===== config.mk =====
export PLATFORM = sky130hd
export DESIGN_NAME = sel2_arb
export DESIGN_NICKNAME = d
export VERILOG_FILES = /design/src/rtl/sel2_pkg.sv /design/src/rtl/beat_cnt.sv /design/src/rtl/sel2_arb.sv
export SDC_FILE = /design/constraint.sdc
export NUM_CORES = 1
export LEC_CHECK = 0
export CAP_MARGIN = 30
export CORE_MARGIN = 1
export CORE_UTILIZATION = 45
export CTS_CLUSTER_SIZE = 30
export DETAILED_ROUTE_END_ITERATION = 8
export HOLD_SLACK_MARGIN = 0.05
export PLACE_DENSITY = 0.73
export RECOVER_POWER = 50
export SETUP_SLACK_MARGIN = 0.4
export SLEW_MARGIN = 20
export SYNTH_ARGS = -nofsm -noshare
export SYNTH_HDL_FRONTEND = slang
export SYNTH_SLANG_ARGS = --single-unit

===== constraint.sdc =====
create_clock -name CLK -period 1.8 [get_ports CLK]
set_input_delay 0.36 -clock CLK [delete_from_list [all_inputs] [get_ports CLK]]
set_output_delay 0.36 -clock CLK [all_outputs]
set_load 0.01 [all_outputs]

===== src/rtl/sel2_pkg.sv =====
// Shared encodings for the sel2_arb arbiter: FSM states and selector polarity.
package sel2_pkg;

    typedef enum logic [1:0] {
        S_IDLE = 2'd0,
        S_GA   = 2'd1,
        S_GB   = 2'd2
    } state_e;

    localparam logic SEL_A = 1'b0;
    localparam logic SEL_B = 1'b1;

endpackage


===== src/rtl/beat_cnt.sv =====
// Beat counter for one grant: synchronous clear (priority over enable), count
// enable, and a terminal flag raised when the next counted beat reaches BURST_MAX.
module beat_cnt #(
    parameter int BURST_MAX = 4,
    parameter int CNT_W     = $clog2(BURST_MAX + 1)
) (
    input  logic             clk,
    input  logic             rst,
    input  logic             clr,
    input  logic             en,
    output logic [CNT_W-1:0] cnt,
    output logic             term
);

    logic [CNT_W-1:0] cnt_q;
    logic [CNT_W-1:0] cnt_d;

    always_comb begin
        cnt_d = cnt_q;
        if (clr) begin
            cnt_d = '0;
        end else if (en) begin
            cnt_d = cnt_q + 1'b1;
        end
    end

    // NOTE: sequential state uses non-blocking assignments so every flop samples pre-edge values.
    always_ff @(posedge clk) begin
        if (rst) begin
            cnt_q <= '0;
        end else begin
            cnt_q <= cnt_d;
        end
    end

    // The count itself never reaches BURST_MAX: the beat that would get it there ends the grant.
    assign term = (cnt_q == CNT_W'(BURST_MAX - 1));
    assign cnt  = cnt_q;

endmodule


===== src/rtl/sel2_arb.sv =====
// Two-requester round-robin arbiter driving SEL2_1.SEL, with bounded bursts,
// zero-bubble handover and fully registered outputs.
module sel2_arb
    import sel2_pkg::*;
#(
    parameter int BURST_MAX = 4,
    parameter int CNT_W     = $clog2(BURST_MAX + 1)
) (
    input  logic             CLK,
    input  logic             RST,
    input  logic             REQ_A,
    input  logic             REQ_B,
    input  logic             ACK,
    output logic             SEL,
    output logic             VALID,
    output logic             GNT_A,
    output logic             GNT_B,
    output logic [CNT_W-1:0] BEAT_CNT
);

    state_e state_q, state_d;
    logic   last_q,  last_d;
    logic   sel_q,   sel_d;
    logic   valid_q, valid_d;
    logic   gnt_a_q, gnt_a_d;
    logic   gnt_b_q, gnt_b_d;

    logic   req_own;
    logic   req_other;
    logic   own_side;
    logic   accept;
    logic   burst_done;
    logic   cnt_clr;
    logic   cnt_term;

    beat_cnt #(
        .BURST_MAX (BURST_MAX),
        .CNT_W     (CNT_W)
    ) u_beat_cnt (
        .clk  (CLK),
        .rst  (RST),
        .clr  (cnt_clr),
        .en   (accept),
        .cnt  (BEAT_CNT),
        .term (cnt_term)
    );

    assign own_side   = (state_q == S_GB) ? SEL_B : SEL_A;
    assign req_own    = (state_q == S_GB) ? REQ_B : REQ_A;
    assign req_other  = (state_q == S_GB) ? REQ_A : REQ_B;
    assign accept     = valid_q & ACK & req_own;
    assign burst_done = accept & cnt_term;

    // NOTE: every always_comb output gets a default first, so no path can infer a latch.
    always_comb begin
        state_d = state_q;
        last_d  = last_q;
        cnt_clr = 1'b0;

        unique case (state_q)
            S_IDLE: begin
                if (REQ_A && (!REQ_B || last_q == SEL_B)) begin
                    state_d = S_GA;
                end else if (REQ_B) begin
                    state_d = S_GB;
                end
            end
            S_GA, S_GB: begin
                if (!req_own || burst_done) begin
                    cnt_clr = 1'b1;
                    last_d  = own_side;
                    if (req_other) begin
                        state_d = (state_q == S_GA) ? S_GB : S_GA;
                    end else if (burst_done) begin
                        state_d = state_q;
                    end else begin
                        state_d = S_IDLE;
                    end
                end
            end
            default: state_d = S_IDLE;
        endcase
    end

    // Outputs are decoded from the next state and registered; SEL holds through IDLE.
    always_comb begin
        sel_d   = sel_q;
        valid_d = (state_d != S_IDLE);
        gnt_a_d = (state_d == S_GA);
        gnt_b_d = (state_d == S_GB);
        if (state_d == S_GA) begin
            sel_d = SEL_A;
        end else if (state_d == S_GB) begin
            sel_d = SEL_B;
        end
    end

    always_ff @(posedge CLK) begin
        if (RST) begin
            state_q <= S_IDLE;
            last_q  <= SEL_B;
            sel_q   <= SEL_A;
            valid_q <= 1'b0;
            gnt_a_q <= 1'b0;
            gnt_b_q <= 1'b0;
        end else begin
            state_q <= state_d;
            last_q  <= last_d;
            sel_q   <= sel_d;
            valid_q <= valid_d;
            gnt_a_q <= gnt_a_d;
            gnt_b_q <= gnt_b_d;
        end
    end

    assign SEL   = sel_q;
    assign VALID = valid_q;
    assign GNT_A = gnt_a_q;
    assign GNT_B = gnt_b_q;

endmodule


Word-level counts from Yosys, hierarchy flattened
Cells that the tools add are included.
- word-level logic and storage cells: 39
- register bits: 10
- input bits: 5
- mux-type cells: 12
- bitwise logic cells: 3
- reductions and logical operators: 11
- equality and inequality tests: 5
- $add $sub $neg: 1
- operator list (kind ; count):
    $mux 2 ; 6
    $reduce_or 2->1 ; 3
    $mux 1 ; 5
    $eq 2x1->1 const B ; 2
    $eq 2x2->1 const B ; 2
    $pmux 2 s2 ; 1
    $add 3x1->3 const B ; 1
    $and 1x1->1 ; 3
    $eq 3x2->1 const B ; 1
    $logic_not 1->1 ; 2
    $logic_not 2->1 ; 1
    $logic_or 1x1->1 ; 2
    $reduce_and 2->1 ; 1
    $reduce_bool 2->1 ; 1
    $logic_and 1x1->1 ; 1

Longest topological paths before layout
- word-level depth: 10
- gate-level depth with buffers: 9
- depth with buffers taken out: 8

Cells and area by module
From an unflattened synthesis, not the netlist that was laid out.
- cells, all modules: 74
- area total of the unflattened synthesis: 691.9 µm²
- by module, submodules not included (module ; area each (µm²) ; cells an instance ; instances):
    sel2_arb ; 545.5 ; 62 ; 1
    beat_cnt ; 146.4 ; 12 ; 1

Least setup slack after synthesis
OpenSTA, ideal clock, no wires.
- path kind: reg-to-reg
- from: register u_beat_cnt.cnt_q[0] (netlist: u_beat_cnt.cnt[0])
- to: register sel_q (netlist: SEL)
- arrival time: 1.651 ns
- stages on the path, launching flop included: 9
- setup slack: 0.053 ns
- library setup time: 0.096 ns
- cells stage by stage: dfxtp_1 -> ha_1 -> ha_1 -> and3_4 -> nand2_2 -> a32oi_1 -> o21ai_2 -> and3b_1 -> o41ai_2
- longest elaborated chain between the ends: 8
- elaborated cells between the ends (all ways): 10
- classes of those cells: 3 x eq/ne; 4 x mux; 1 x bitwise; 2 x reduce/logical
- ends and longest elaborated chain (element ; RTL line ; text):
    start: declaration ; beat_cnt.sv:15 ; logic [CNT_W-1:0] cnt_q;
    start signal: assignment ; beat_cnt.sv:32 ; cnt_q <= cnt_d;
    $eq 3x2->1 * ; beat_cnt.sv:37 ; assign term = (cnt_q == CNT_W'(BURST_MAX - 1));
    $and 1x1->1 * ; sel2_arb.sv:52 ; assign burst_done = accept & cnt_term;
    $mux 2 ; sel2_arb.sv:74 ; end else if (burst_done) begin
    $mux 2 ; sel2_arb.sv:72 ; if (req_other) begin
    $mux 2 * ; sel2_arb.sv:69 ; if (!req_own || burst_done) begin
    $pmux 2 s2 * ; sel2_arb.sv:60 ; unique case (state_q)
    $eq 2x1->1 ; sel2_arb.sv:91 ; if (state_d == S_GA) begin
    $reduce_or 2->1 (no line) ; - ;
    end signal: assignment ; sel2_arb.sv:109 ; sel_q <= sel_d;
    end: declaration ; sel2_arb.sv:23 ; logic sel_q, sel_d;
Every way passes the cells marked *; elsewhere a longest branch is shown, timed or not.
A chain may end at the register's enable or synchronous reset.

Worst setup path in the final report
- from: register u_beat_cnt.cnt_q[1] (netlist: u_beat_cnt.cnt[1])
- to: register gnt_a_q (netlist: GNT_A)
- longest elaborated chain between the ends: 7
- elaborated cells between the ends (all ways): 8
- classes of those cells: 2 x eq/ne; 4 x mux; 1 x bitwise; 1 x reduce/logical
- ends and longest elaborated chain (element ; RTL line ; text):
    $eq 3x2->1 * ; beat_cnt.sv:37 ;
    $and 1x1->1 * ; sel2_arb.sv:52 ;
    $mux 2 ; sel2_arb.sv:74 ;
    $mux 2 ; sel2_arb.sv:72 ;
    $mux 2 * ; sel2_arb.sv:69 ;
    $pmux 2 s2 * ; sel2_arb.sv:60 ;
    $eq 2x1->1 * ; sel2_arb.sv:89 ; gnt_a_d = (state_d == S_GA);
    end signal: assignment ; sel2_arb.sv:111 ; gnt_a_q <= gnt_a_d;
    end: declaration ; sel2_arb.sv:25 ; logic gnt_a_q, gnt_a_d;
Marks and branches as above.

==> run metrics <==
status finished, violations left; failing checks negative setup slack; Synth area leader dfxtp_1; Port Buffer Count 11; Skew-Pair Late Insertion Delay 0.27 ns; DRC violations left 0; slew margin rel. 71.3%; Placed Cells 106; CTS buffer count 3; global-route wire length before repair 2270 microns; part of the Yosys area used for sequential elements 29.4%; Clock Tree Buf Depth 2; largest net degree at the start of global routing 10; Arr. time, crit path 1.95 ns; slack of the critical path -0.00534 ns; max cap viols 0; most frequent cells in the layout buf_4, nand2_1, dfxtp_1, inv_1, dlygate4sd2_1; gr usage total 21.3%; Synth Area in Compound Gates 26.7%; row cnt 13; TritonRoute pass-1 iters 4; antenna cells 0; width of the die 40.9 microns; Synth Area in Adders 11.0%; mux cell area share after synthesis 1.47%; CP max stage delay 0.36 ns; vias in the first global route 532; worst endpoint required time 1.94 ns; Max Slew Vio Count 0; Final nets 113; Setup CP Type reg2reg; layout cells sized above 1 43.6%; # setup viols final 1; Final GP Congestion 0.756; crit end category flip-flop; worst-path cell chain ha_4 -> ha_4 -> and3_4 -> nand2_4 -> a32oi_2 -> o21ai_4 -> a22oi_2 -> buf_4 -> nor4b_4; Hold Crit Class reg2reg; Syn Nets 88; CTS tree built; WP buf/inv 1; initial antenna violation count 0; FF+latch count, synth 10; XOR/XNOR Fraction of Synth Area 1.29%; Area Overhead vs Synth 56.2%; Worst Tran Pin Value 0.429 ns; clk_skew 0.0104 ns; Power Density 945 nW/um^2; cell mode on critical path ha_4; initial core utilization 50.4%; Via density 5.65; full die area 1670 sq um; vias 655; CP top delay family compound AO/OA/AOI/OAI gates; htree depth 1; Avg Cell Area, Syn 8.84 sq um; Synth warnings 0; largest cells by area after synthesis dfxtp_1, ha_1, nand2_1; period utilisation layout 100%; Non-Filler Instances 116; synthesized area 681 sq um; clock-pin slew on the worst setup and hold paths 0.07 ns; DP Wirelength 1030 microns; final core occ 78.8%; critical path launch point type flip-flop; synth unique cells 31; Simple-Gate Fraction of Synth Area 22.8%; Die H 40.9 microns; DR WL/cell 14.9 microns; grt total ovfl 0; First DRT Iteration DRCs 13; cells after synthesis 77; Slowest cell on crit path dfxtp_4; clock root buffer clkbuf_4; crit-path max FO 4; min Tclk post-route 1.81 ns; Fmax 554 MHz; final wirelength 1720 microns; commonest non-fill, non-tap cell in the layout buf_4; final hold vios 0; placeable core area 1350 sq um; largest family of logic cells by synthesized area compound AO/OA/AOI/OAI gates; I/O Pins 12; setup slack after placement -0.225 ns; post-synth top area share 29.4%; Hold Buf Count CTS 0; total leakage power 0.457 nW; Num Clock Sinks 10; RSZ-0062 raised after global routing yes; Max rail drop VDD 586 uV; antenna-violating nets left 0
through the flow:
stage	cell area (sq um)	TNS [ns]	total power [mW]	hold WS, ns
floorplan	737	0	0.593	0.489
global placement	881	-1.22	0.716	0.502
detailed placement	881	-1.43	0.723	0.511
CTS	970	0	0.919	0.534
global route	1060	-0.230	1.07	0.590
finish	1060	-0.00534	1.01	0.543
logic make-up after synthesis:
group,Yosys count
and+or+nand+nor,27
muxes,1
AOI/OAI and AO/OA,22
DFF,10
xor gates and xnor gates,1
buffers and inverters,10
adders and majority gates,6
area by class of cell:
class / count / area, sq um
multi-input combinational: 57 / 577
fill: 86 / 287
sequential: 10 / 213
timing repair buffer: 23 / 200
inverter: 7 / 28.8
clock buffer: 3 / 22.5
tap: 15 / 18.8
clock inverter: 1 / 3.75
Yosys cell counts:
| cell type | count |
|---|---|
| o21bai_1 | 1 |
| nand2_1 | 9 |
| nor4b_2 | 2 |
| buf_2 | 1 |
| xnor2_1 | 1 |
| a211oi_1 | 3 |
| o21ai_2 | 1 |
| o41ai_2 | 1 |
| nor2b_2 | 1 |
| a22oi_2 | 1 |
| a32oi_1 | 2 |
| mux2i_1 | 1 |
| o22ai_2 | 1 |
| ha_1 | 6 |
| dfxtp_1 | 10 |
| a311o_1 | 1 |
| a21oi_1 | 4 |
| nand2b_1 | 1 |
| nor2_1 | 6 |
| and3b_1 | 1 |
| buf_1 | 1 |
| a22oi_4 | 1 |
| nor3_1 | 2 |
| a31oi_1 | 2 |
| buf_8 | 1 |
| and3_4 | 1 |
| nand2_2 | 1 |
| nand3_1 | 2 |
| nand3b_1 | 1 |
| inv_1 | 7 |
| o21ai_0 | 4 |
state kept, by name, indices dropped and copies added (netlist names):
| register | cells |
|---|---|
| GNT_B | 1 |
| last_q | 1 |
| state_q | 2 |
| SEL | 1 |
| GNT_A | 1 |
| u_beat_cnt.cnt | 3 |
| VALID | 1 |
tightest hold or removal path, delay by kind of cell (launching register included):
kind	cells	cell delay [ns]
AO/OA/AOI/OAI	1	0.05
AND/OR/NAND/NOR	1	0.13
flip-flops	1	0.32
final timing paths:
path	from	cells after the start	to	slack, ns
min reg2reg	u_beat_cnt.cnt[2]$_SDFFE_PP0P_	2	u_beat_cnt.cnt[2]$_SDFFE_PP0P_	0.54
min	u_beat_cnt.cnt[2]$_SDFFE_PP0P_	2	u_beat_cnt.cnt[2]$_SDFFE_PP0P_	0.54
max reg2reg	u_beat_cnt.cnt[1]$_SDFFE_PP0P_	9	GNT_A$_SDFF_PP0_	-0.005
max	u_beat_cnt.cnt[1]$_SDFFE_PP0P_	9	GNT_A$_SDFF_PP0_	-0.005
report_power, final:
| group | internal (mW) | switching (mW) | total [mW] |
|---|---|---|---|
| Clock | 0.0802 | 0.0877 | 0.168 |
| Sequential | 0.269 | 0.0431 | 0.312 |
| Combinational | 0.256 | 0.269 | 0.525 |
layer usage:
layer | part of all wire [%] | track usage [%] | vias to the layer above
met5 | 0 | 0 | -
met4 | 0.75 | 7.50 | 0
met3 | 4.8 | 4.89 | 2
met2 | 51 | 33.6 | 22
met1 | 44 | 28.0 | 308
li1 | - | - | 323
repair_timing:
action	4_1_cts	5_1_grt
pin swaps	7	3
setup endpoints to repair	16	12
setup buffers	3	3
resized for setup	18	17
(Power assumes the default switching activity.)
